==> src/rtl/updown_counter.sv <==
// Debounced up/down counter with load, wrap/saturate modes
// and a 7-segment readout of every nibble.
module updown_counter #(
  parameter int DATA_WIDTH = 8,
  parameter int DEB_CYCLES = 500000
) (
  input  logic                        clk100_i,
  input  logic                        rst_i,
  input  logic [9:0]                  sw_i,
  input  logic [1:0]                  key_i,
  output logic [DATA_WIDTH-1:0]       count_o,
  output logic [9:0]                  ledr_o,
  output logic [7*(DATA_WIDTH/4)-1:0] hex_o
);

  localparam int CW = $clog2(DEB_CYCLES + 1);
  localparam int ND = DATA_WIDTH / 4;

  typedef enum logic [1:0] {
    STABLE_HI,
    CHK_LO,
    STABLE_LO,
    CHK_HI
  } deb_e;

  logic [1:0] sync1_q;
  logic [1:0] sync2_q;
  logic [1:0] press;

  always_ff @(posedge clk100_i) begin
    if (rst_i) begin
      sync1_q <= 2'b11;
      sync2_q <= 2'b11;
    end else begin
      sync1_q <= key_i;
      sync2_q <= sync1_q;
    end
  end

  for (genvar g = 0; g < 2; g++) begin : g_deb
    deb_e          state_q, state_d;
    logic [CW-1:0] cnt_q, cnt_d;
    logic          press_q, press_d;

    always_comb begin
      state_d = state_q;
      cnt_d   = '0;
      press_d = 1'b0;
      unique case (state_q)
        STABLE_HI: begin
          if (!sync2_q[g]) state_d = CHK_LO;
        end
        CHK_LO: begin
          if (sync2_q[g]) begin
            state_d = STABLE_HI;
          end else if (cnt_q == CW'(DEB_CYCLES - 1)) begin
            state_d = STABLE_LO;
            press_d = 1'b1;
          end else begin
            cnt_d = cnt_q + CW'(1);
          end
        end
        STABLE_LO: begin
          if (sync2_q[g]) state_d = CHK_HI;
        end
        CHK_HI: begin
          if (!sync2_q[g]) begin
            state_d = STABLE_LO;
          end else if (cnt_q == CW'(DEB_CYCLES - 1)) begin
            state_d = STABLE_HI;
          end else begin
            cnt_d = cnt_q + CW'(1);
          end
        end
        default: state_d = STABLE_HI;
      endcase
    end

    always_ff @(posedge clk100_i) begin
      if (rst_i) begin
        state_q <= STABLE_HI;
        cnt_q   <= '0;
        press_q <= 1'b0;
      end else begin
        state_q <= state_d;
        cnt_q   <= cnt_d;
        press_q <= press_d;
      end
    end

    assign press[g] = press_q;
  end

  logic                  step, load;
  logic                  dir, sat;
  logic [DATA_WIDTH-1:0] load_val;
  logic [DATA_WIDTH-1:0] count_q, count_d;
  logic                  wrap_q, wrap_d;
  logic                  at_limit;

  assign step = press[0];
  assign load = press[1];
  assign dir  = sw_i[9];
  assign sat  = sw_i[8];

  if (DATA_WIDTH >= 8) begin : g_ld_ext
    assign load_val = DATA_WIDTH'(sw_i[7:0]);
  end else begin : g_ld_trunc
    assign load_val = sw_i[DATA_WIDTH-1:0];
  end

  always_comb begin
    count_d = count_q;
    wrap_d  = wrap_q;
    if (load) begin
      count_d = load_val;
      wrap_d  = 1'b0;
    end else if (step) begin
      if (dir) begin
        if (count_q != '0) begin
          count_d = count_q - DATA_WIDTH'(1);
        end else if (!sat) begin
          count_d = '1;
          wrap_d  = 1'b1;
        end
      end else begin
        if (count_q != '1) begin
          count_d = count_q + DATA_WIDTH'(1);
        end else if (!sat) begin
          count_d = '0;
          wrap_d  = 1'b1;
        end
      end
    end
  end

  always_ff @(posedge clk100_i) begin
    if (rst_i) begin
      count_q <= '0;
      wrap_q  <= 1'b0;
    end else begin
      count_q <= count_d;
      wrap_q  <= wrap_d;
    end
  end

  assign at_limit = sat & (dir ? (count_q == '0) : (count_q == '1));
  assign count_o  = count_q;
  assign ledr_o   = {6'b0, at_limit, wrap_q, sat, dir};

  // Active-low segments, bit order gfedcba
  function automatic logic [6:0] seg7(input logic [3:0] n);
    logic [6:0] s;
    s = 7'b1111111;
    unique case (n)
      4'h0: s = 7'b1000000;
      4'h1: s = 7'b1111001;
      4'h2: s = 7'b0100100;
      4'h3: s = 7'b0110000;
      4'h4: s = 7'b0011001;
      4'h5: s = 7'b0010010;
      4'h6: s = 7'b0000010;
      4'h7: s = 7'b1111000;
      4'h8: s = 7'b0000000;
      4'h9: s = 7'b0010000;
      4'hA: s = 7'b0001000;
      4'hB: s = 7'b0000011;
      4'hC: s = 7'b1000110;
      4'hD: s = 7'b0100001;
      4'hE: s = 7'b0000110;
      4'hF: s = 7'b0001110;
      default: s = 7'b1111111;
    endcase
    return s;
  endfunction

  for (genvar k = 0; k < ND; k++) begin : g_hex
    assign hex_o[7*k +: 7] = seg7(count_q[4*k +: 4]);
  end

endmodule

==> config.mk <==
export PLATFORM = sky130hd
export DESIGN_NAME = updown_counter
export DESIGN_NICKNAME = d
export VERILOG_FILES = /design/src/rtl/updown_counter.sv
export SDC_FILE = /design/constraint.sdc
export NUM_CORES = 1
export LEC_CHECK = 0
export CELL_PAD_IN_SITES_DETAIL_PLACEMENT = 2
export CELL_PAD_IN_SITES_GLOBAL_PLACEMENT = 2
export CORE_AREA = 2 2 102 104
export CTS_BUF_LIST = sky130_fd_sc_hd__clkbuf_4
export CTS_CLUSTER_SIZE = 40
export DETAILED_ROUTE_END_ITERATION = 6
export DIE_AREA = 0 0 104 106
export HOLD_SLACK_MARGIN = 0.12
export PLACE_DENSITY_LB_ADDON = 0.05
export SLEW_MARGIN = 20
export SYNTH_ARGS = -nofsm -noshare
export SYNTH_HDL_FRONTEND = slang
export SYNTH_SLANG_ARGS = --single-unit
==> constraint.sdc <==
create_clock -name clk100_i -period 10.7 [get_ports clk100_i]
set_clock_uncertainty 0.2 [all_clocks]
set_input_delay 1.07 -clock clk100_i [delete_from_list [all_inputs] [get_ports clk100_i]]
set_output_delay 1.07 -clock clk100_i [all_outputs]
set_load 0.05 [all_outputs]
# Word level (Yosys, flattened, before mapping)
# Memory sizes are Yosys's and may differ from the RTL's. A register that Yosys moved wholly into a read port is not among the register bits.
# Index checks and enable logic that the tools add are counted.
dict set report word_totals {
  reg_bits 57
  rom_bits 224
  inputBits 14
  output_inout_bits 32
  word_cells 93
  memories 2
}
# memory words word_bits rd rd_clocked_by_memory_dff wr line
set mem_list {}
lappend mem_list {{(name not given)} 16 7 1 1 0 155} ;# unique case (n)
lappend mem_list {{(name not given)} 16 7 1 1 0 155}
dict set report op_classes {
  addsub 4
  n_eq_ne 22
  muxes 40
  bitwise_logic 3
  n_reduce_logical 12
}
# cell n
set ops {}
lappend ops {{$mux W19} 6}
lappend ops {{$pmux W19 S2} 2}
lappend ops {{$mux W8} 7}
lappend ops {{$add A19 B1 Y19 const B} 2}
lappend ops {{$eq A19 B19 Y1 const B} 2}
lappend ops {{$mux W2} 12}
lappend ops {{$mux W4} 4}
lappend ops {{$pmux W2 S4} 2}
lappend ops {{$ne A2 B2 Y1 const B} 6}
lappend ops {{$ne A3 B3 Y1 const B} 4}
lappend ops {{$add A8 B1 Y8 const B} 1}
lappend ops {{$eq A2 B2 Y1 const B} 4}
lappend ops {{$eq A8 B8 Y1 const B} 1}
lappend ops {{$logic_not A8 Y1} 1}
lappend ops {{$ne A8 B8 Y1 const B} 1}
lappend ops {{$reduce_and A4 Y1} 2}
lappend ops {{$reduce_bool A8 Y1} 1}
lappend ops {{$sub A8 B1 Y8 const B} 1}
lappend ops {{$mux W1} 7}
lappend ops {{$reduce_and A3 Y1} 2}
lappend ops {{$reduce_or A3 Y1} 2}
lappend ops {{$eq A2 B1 Y1 const B} 2}
lappend ops {{$logic_not A2 Y1} 2}
lappend ops {{$ne A4 B1 Y1 const B} 1}
lappend ops {{other kinds (5)} 6}

# Logic depth before layout (Yosys ltp)
# Gate-level depths: netlist of run 1.
dict set report logic_depth {
  ltp_word 7
  ltp_mapped 16
  ltp_nobuf 15
}

# Least setup slack after synthesis of run 1
# Ideal clock, no wire load.
dict set report synth_timing {
  kind {reg-to-reg}
  start {reg count_q[0], in the netlist count_o[0]}
  end {reg hex_o[13] (netlist name)}
  setup_time_ns 0.122
  arrival_time_ns 3.558
  required_ns 10.378
  path_slack_ns 6.820
  path_stages_with_launch 15
  n_path_buf 1
  synth_period_minus_slack_ns 3.880
  path_cell_list {dfxtp_1 > clkbuf_1 > inv_1 > ha_1 > nand2b_1 > nor3_2 > o21ai_2 > inv_2 > or4_1 > o211a_2 > nor2_1 > inv_1 > ha_1 > mux2_1 > a221o_1}
}
dict set report synth_between {
  elab_chain_len 7
  elab_cells_between_ends 14
  cone_classes {add/sub (2); eq/ne (3); mux (7); reduce/logical (2)}
}
# item line
set synth_lines {}
lappend synth_lines {{start: declaration} 97} ;# logic [DATA_WIDTH-1:0] count_q, count_d;
lappend synth_lines {{start signal: assignment} 142} ;# count_q <= count_d;
lappend synth_lines {{$add A8 B1 Y8 (tied with other cells)} 128} ;# count_d = count_q + DATA_WIDTH'(1);
lappend synth_lines {{$mux W8 (on tied branches)} {127, 120}}
lappend synth_lines {{$mux W8} 119} ;# if (dir) begin
lappend synth_lines {{$mux W8} 118} ;# end else if (step) begin
lappend synth_lines {{$mux W8} 115} ;# if (load) begin
lappend synth_lines {{$mux W4 (no line) (*) (2 in a row)} n/a}
# Every way passes the cells marked *; elsewhere a longest branch is shown, timed or not. The select of a mux whose other input is x is not followed.
# A chain may end at the register's enable or synchronous reset.

# Worst setup path in the final report of run 1
dict set report layout_timing {
  start {in sw_i[9]}
  end {out ledr_o[3]}
}
dict set report layout_between {
  elab_chain_len 2
}
# item line
set layout_lines {}
lappend layout_lines {{start: declaration} 9} ;# input logic [9:0] sw_i,
lappend layout_lines {{$mux W1} 147} ;# assign at_limit = sat & (dir ? (count_q == '0) : (count_q == '1));
lappend layout_lines {{$and A1 B1 Y1} 147}
lappend layout_lines {{end: declaration} 12} ;# output logic [9:0] ledr_o,
# No other way between the ends.

==> results of run 1 <==
worst max-delay path, delay by kind of cell:
kind | cells | cell delay (ns)
AO/OA/AOI/OAI | 1 | 0.21
buffers and inverters | 3 | 1.61
AND/OR/NAND/NOR | 2 | 0.75
flip-flops by register name, indices dropped and copies added, names as in the netlist, named ones only:
register	flops
sync1_q	2
sync2_q	2
g_deb.cnt_q	38
hex_o	14
g_deb.state_q	2
wrap_q	1
g_deb.press_q	2
count_o	8
synthesized netlist by cell type (2+ instances only):
library cell	instances	share of area, %
a311oi_1	2	0.47
ha_1	16	5.4
nand3_1	18	2.4
nor2b_1	4	0.67
xnor2_1	15	3.5
mux2i_1	11	3.0
a21oi_1	14	1.9
nor4_1	5	0.84
inv_1	17	1.7
o31ai_1	2	0.40
nor3_1	8	1.1
nor4b_1	2	0.47
dfxtp_1	71	38
nand2_1	30	3.0
buf_6	2	0.61
o21ai_0	3	0.40
nand2b_1	5	0.84
mux2_2	2	0.61
buf_4	10	2.0
a21o_1	2	0.40
or4_1	2	0.40
nand3b_1	5	1.0
a31oi_1	3	0.51
inv_2	2	0.20
buf_2	4	0.54
clkbuf_1	10	1.0
a211oi_1	3	0.61
nor2_1	64	6.5
or3_1	2	0.34
and2_1	3	0.51
nand4_1	3	0.51
and4_1	2	0.47
o21ai_1	5	0.67
or2_2	7	1.2
xor2_1	27	6.4
and3_1	8	1.3
o22ai_1	5	0.84
o21bai_1	3	0.61
through the flow:
step | std cells | area (um^2) | worst slack [ns]
2_1_floorplan | 433 | 3730 | 6.82
3_3_place_gp | 583 | 4150 | 5.80
3_5_place_dp | 583 | 4150 | 5.74
4_1_cts | 599 | 4340 | 5.75
5_1_grt | 599 | 4340 | 5.52
6_report | 599 | 4340 | 5.78
final timing paths:
check,cells after the start,slack [ns],to,startpoint
max,6,5.78,ledr_o[3],sw_i[9]
min,1,0.22,sync2_q[0]$_SDFF_PP1_,sync1_q[0]$_SDFF_PP1_
max reg2reg,13,6.74,hex_o[13]$_DFF_P_,count_o[0]$_SDFFE_PP0N_
min reg2reg,1,0.22,sync2_q[0]$_SDFF_PP1_,sync1_q[0]$_SDFF_PP1_
metal layers:
layer / vias up / global-route usage (%)
met5: - / 0
met4: 0 / 5.21
met3: 10 / 3.86
met2: 54 / 32.0
met1: 1488 / 22.7
li1: 1513 / -
power by group through the flow:
stage                     combinational, W  clock (W)  sequential [W]
after detailed placement         0.0000213          0        0.000272
after global routing             0.0000228   0.000247        0.000266
final                            0.0000213   0.000224        0.000266
after CTS                        0.0000214   0.000234        0.000266
after global placement           0.0000212          0        0.000272
after floorplan                  0.0000154          0        0.000272
cell usage in the layout, fill, tap and decap left out, types with 3 or more instances in the layout:
cell,count
nor2b_1,4
dfxtp_1,71
o21ai_0,3
a31oi_1,3
nand3b_1,5
a211oi_1,3
inv_1,17
nor4_1,5
mux2i_1,11
conb_1,6
and2_1,3
nand2_1,30
o22ai_1,5
bufinv_16,3
nand2b_1,5
nor3_1,8
clkdlybuf4s50_1,39
nand4_1,3
nor2_1,64
o21bai_1,3
and3_1,8
nand3_1,18
or2_2,7
o21ai_1,5
a21oi_1,14
xor2_1,27
clkbuf_4,9
ha_1,16
xnor2_1,15
logic make-up after synthesis:
kind of cell / Yosys count / share of synthesized area (%)
and+or+nand+nor: 177 / 23.9
DFF: 71 / 38.2
AOI/OAI and AO/OA: 62 / 12.5
buffers and inverters: 45 / 6.09
xor gates and xnor gates: 42 / 9.90
adders and majority gates: 16 / 5.39
muxes: 14 / 3.87
other: 1 / 0.101
final cells by class:
class,instances,area [um^2],area share [%]
clock inverters,7,120,2.77
repair buffers,40,398,9.18
flip-flops and latches,71,1420,32.8
well taps,136,170,3.92
inverters,19,71.3,1.65
multi-input cells,317,2090,48.1
clock buffers,9,67.6,1.56
==> run summary, run 1 <==
Total Routing Usage GR - 18.3%
Vias - 3,065
Diode count - 0
Die area - 0.0110 mm^2
Synth warn - 0
CTS buffer count - 9
Yosys cell types - 69
Die H - 106 um
TNS Setup - 0 ns
Largest net degree at the start of global routing - 33
Register bit total from synthesis - 71
Hpwl dp - 6840 um
CP max FO - 15
CTS Hold Buffers Added - 0
Core Box Area - 0.0100 mm^2
CP Cell Sequence - clkdlybuf4s50_1 -> nand3b_1 -> nor3_1 -> o21ai_2 -> inv_2 -> clkdlybuf4s50_1
Async SR Flop Fraction - 0%
Vias in the first global route - 3,256
Critical Path RT - 9.43 ns
Syn avg cell area - 8.68 um^2
Hold Violations, Final - 0
Max Buffers Root-to-Sink - 2
I/O Buffers - 39
Setup violators final - 0
Post-layout util - 43.4%
Sw Pwr - 0.000119 W
WL met2 - 4650 um
DR WL/cell - 15.8 um
Fmax achieved - 203 MHz
CTS-repair resized insts - 0
Cell leakage power - 1.54 nW
Worst setup EP type - primary output
First-pass GRT wire length - 16,300 um
Critical path's most frequent cell - clkdlybuf4s50_1
Status - finished clean
CP Launch Type - input port
Area grow syn2layout - 16.7%
Switch share - 23.3%
Critical path class - input port to primary output
Synthesized cell area - 0.00372 mm^2
Final Power - 0.000511 W
Clock power share - 43.9%
Fin. max-slew vios - 0
Critical-path top delay cell - clkdlybuf4s50_1
Pwr Density - 118 mW/mm^2
Final ANT Viol Nets - 0
Sequential Power Share - 52.0%
Drt first pass iters - 4
Worst min path class - flip-flop to flip-flop
Cells after Synth - 428
IO Pins - 46
# DRC - 0
Site row count - 37
Number of synthesized flops with an enable pin - 0
Initial antenna violation count - 0
Final worst-path cycle share - 46.0%
Clock root buffer - clkbuf_4
VDD IR max - 0.0451 mV
Share of total power in combinational logic - 4.2%
Aggregate global routing overflow - 0
Routed length on met3 - 331 um
Vias per cell - 5.12
Internal Dissipation - 0.000392 W
Met1 WL - 4360 um
CTS tree - done
Share of post-route cells with drive strength above 1 - 8.86%
Post-synth top flop - dfxtp_1
Fillcell total - 1,143
Slew HR - 34.6%
Setup repair bufs after CTS - 0
GPL Wtd Cong - 0.843
Die Width - 104 um
Post-layout minimum cycle time - 4.92 ns
Starting DRT DRC Count - 53
Clk_lat worst skew - 0.42 ns
Initial core utilization - 37.2%
WL final - 9460 um
RSZ-0062 raised after global routing - no
Worst-path clk slew - 0.11 ns
Max-cap violations - 0
Max layer used - met4
WHS - 0.224 ns
Final #Nets - 488
Worst slew pin tran - 0.976 ns
Worst EP arrival - 3.65 ns
Share of the yosys chip area belonging to registers - 38.2%
H-tree levels - 3
Peak per-stage delay on the critical path - 0.82 ns
TritonCTS Sinks - 71
No activity file was read; power rests on OpenSTA's default activity.
==> inputs of run 2 (changes only) <==
Settings changed: CORE_AREA 2 2 102 104 to 2 2 111 113, DIE_AREA 0 0 104 106 to 0 0 113 115.
Clock period 10.7 ns to 4.15 ns, I/O delays scaled along.
==> run 2 against run 1 <==
Against the previous run:
- the run now ends with design-rule violations left
- clock-buffer cell count increased by 2
- worst setup slack got worse by 5.4 ns
- combinational power increased to 2.7 times the previous value
- core utilization decreased by 6.7 points
- die area increased by 18%
- critical path type is now flip-flop to primary output
- hold slack improved by 0.0011 ns
- sequential power increased to 2.6 times the previous value
==> run summary, run 2 (synthesis results as in run 1) <==
Worst-path clk slew - 0.11 ns
Area of the multi-input gates - 0.00209 mm^2
TritonCTS Sinks - 71
Setup repair bufs after CTS - 0
CTS Hold Buffers Added - 0
Most common cell after layout, fill and taps aside - dfxtp_1
Max FFs per register - 38
Most flops, register - g_deb.cnt_q
DR WL/cell - 15.7 um
Critical hold path startpoint - sync1_q[1]$_SDFF_PP1_
WL final - 9680 um
Failing checks - design-rule violations
Die Width - 113 um
Share of post-route cells with drive strength above 1 - 9.77%
Setup violators final - 0
CTS buffer count - 9
Fmax achieved - 265 MHz
Vias per cell - 5.05
CP Launch Type - flip-flop
CP max FO - 9
Die H - 115 um
Drt first pass iters - 6
VDD IR max - 0.118 mV
GPL Wtd Cong - 0.785
RSZ-0062 raised after global routing - no
Worst setup EP type - primary output
Reg area - 0.00142 mm^2
Diode count - 0
Starting DRT DRC Count - 80
Worst EP arrival - 3.16 ns
Gr busiest metal - met2
Vias - 3,122
Aggregate global routing overflow - 0
First-pass GRT wire length - 16,400 um
Worst slew pin tran - 0.725 ns
Critical Path RT - 3.53 ns
Status - complete, but fails checks
Vias in the first global route - 3,291
Final ANT Viol Nets - 0
Max Buffers Root-to-Sink - 2
Place WS - 0.333 ns
Clk_lat worst skew - 0.45 ns
Clock root buffer - clkbuf_4
Final #Nets - 496
Met2 usage - 25.9%
CTS-repair resized insts - 0
Core Box Area - 0.0118 mm^2
Fillcell total - 1,352
Slew HR - 51.6%
Largest net degree at the start of global routing - 20
Placed Cells - 602
Total Routing Usage GR - 16.1%
Initial antenna violation count - 0
Post-Layout Cell Count - 618
H-tree levels - 3
Worst R2R Start - count_o[1]$_SDFFE_PP0N_
Critical path class - flip-flop to primary output
Pwr Density - 259 mW/mm^2
Cell leakage power - 1.54 nW
Max-cap violations - 0
Die area - 0.0130 mm^2
Post-layout minimum cycle time - 3.78 ns
Final worst-path cycle share - 91.0%
Post-layout util - 36.7%
I/O Buffers - 39
Site row count - 40
Worst min path class - flip-flop to flip-flop
Crit. Startpoint - count_o[1]$_SDFFE_PP0N_
Met1 GRT Util - 20.6%
Initial core utilization - 31.5%
IO Pins - 46
CTS tree - done
Area grow syn2layout - 16.5%
Met3 Use GR - 4.74%
Fin. max-slew vios - 0
TNS Setup - 0 ns
Hold Violations, Final - 0
Most frequent cells in the layout - 71 x dfxtp_1, 64 x nor2_1, 39 x clkdlybuf4s50_1
Hpwl dp - 7190 um
Setup WS post-layout - 0.373 ns
# DRC - 5
==> run 2: changes by cell type in the layout (fill, tap and decap cells not counted), sizes merged <==
cell      before  now
clkinv         2    5
clkinvlp       1    0
bufinv         3    0
inv           20   19
buf            1    9
clkbuf         9   11
==> run 2: worst max-delay path, cell delays in order, from the launching register on <==
cell,delay (ns)
dfxtp_1,0.54
ha_1,0.35
nand3b_1,0.17
nor3_1,0.46
o21ai_2,0.22
inv_2,0.15
clkdlybuf4s50_1,0.85
==> run 2: path summary, 6_finish.rpt <==
path	end	slack (ns)	cells past startpoint
worst max-delay path	ledr_o[3]	0.37	6
worst min-delay path	sync2_q[1]$_SDFF_PP1_	0.22	1
worst max register to register	hex_o[13]$_DFF_P_	0.49	13
worst min register to register	sync2_q[1]$_SDFF_PP1_	0.22	1
==> run 2: final cells by class <==
| cell class | instances | area share (%) |
|---|---|---|
| flip-flops and latches | 71 | 32.8 |
| multi-input cells | 317 | 48.2 |
| repair buffers | 48 | 10.6 |
| well taps | 147 | 4.25 |
| clock inverters | 5 | 0.578 |
| clock buffers | 11 | 1.91 |
| inverters | 19 | 1.65 |
==> run 2: layer usage <==
layer	vias up	share of wire (%)
li1	1529	-
met1	1527	48
met2	53	47
met3	13	3.9
met4	0	1.9
met5	-	0
==> run 2: power by group <==
group / leakage (nW) / internal (W) / total [W] / switching [W]
Combinational: 0.908 / 0.0000215 / 0.0000573 / 0.0000358
Sequential: 0.573 / 0.000684 / 0.000685 / 0.00000134
Clock: 0.0633 / 0.000131 / 0.000381 / 0.000250
Total: 1.54 / 0.000836 / 0.00112 / 0.000287
==> run 2: stage by stage <==
step | hold slack (ns) | cell area [um^2] | power (W)
floorplan | 0.189 | 3730 | 0.000740
global placement | 0.192 | 4220 | 0.000757
detailed placement | 0.202 | 4220 | 0.000758
CTS | 0.230 | 4330 | 0.00115
global route | 0.237 | 4330 | 0.00119
finish | 0.225 | 4330 | 0.00112
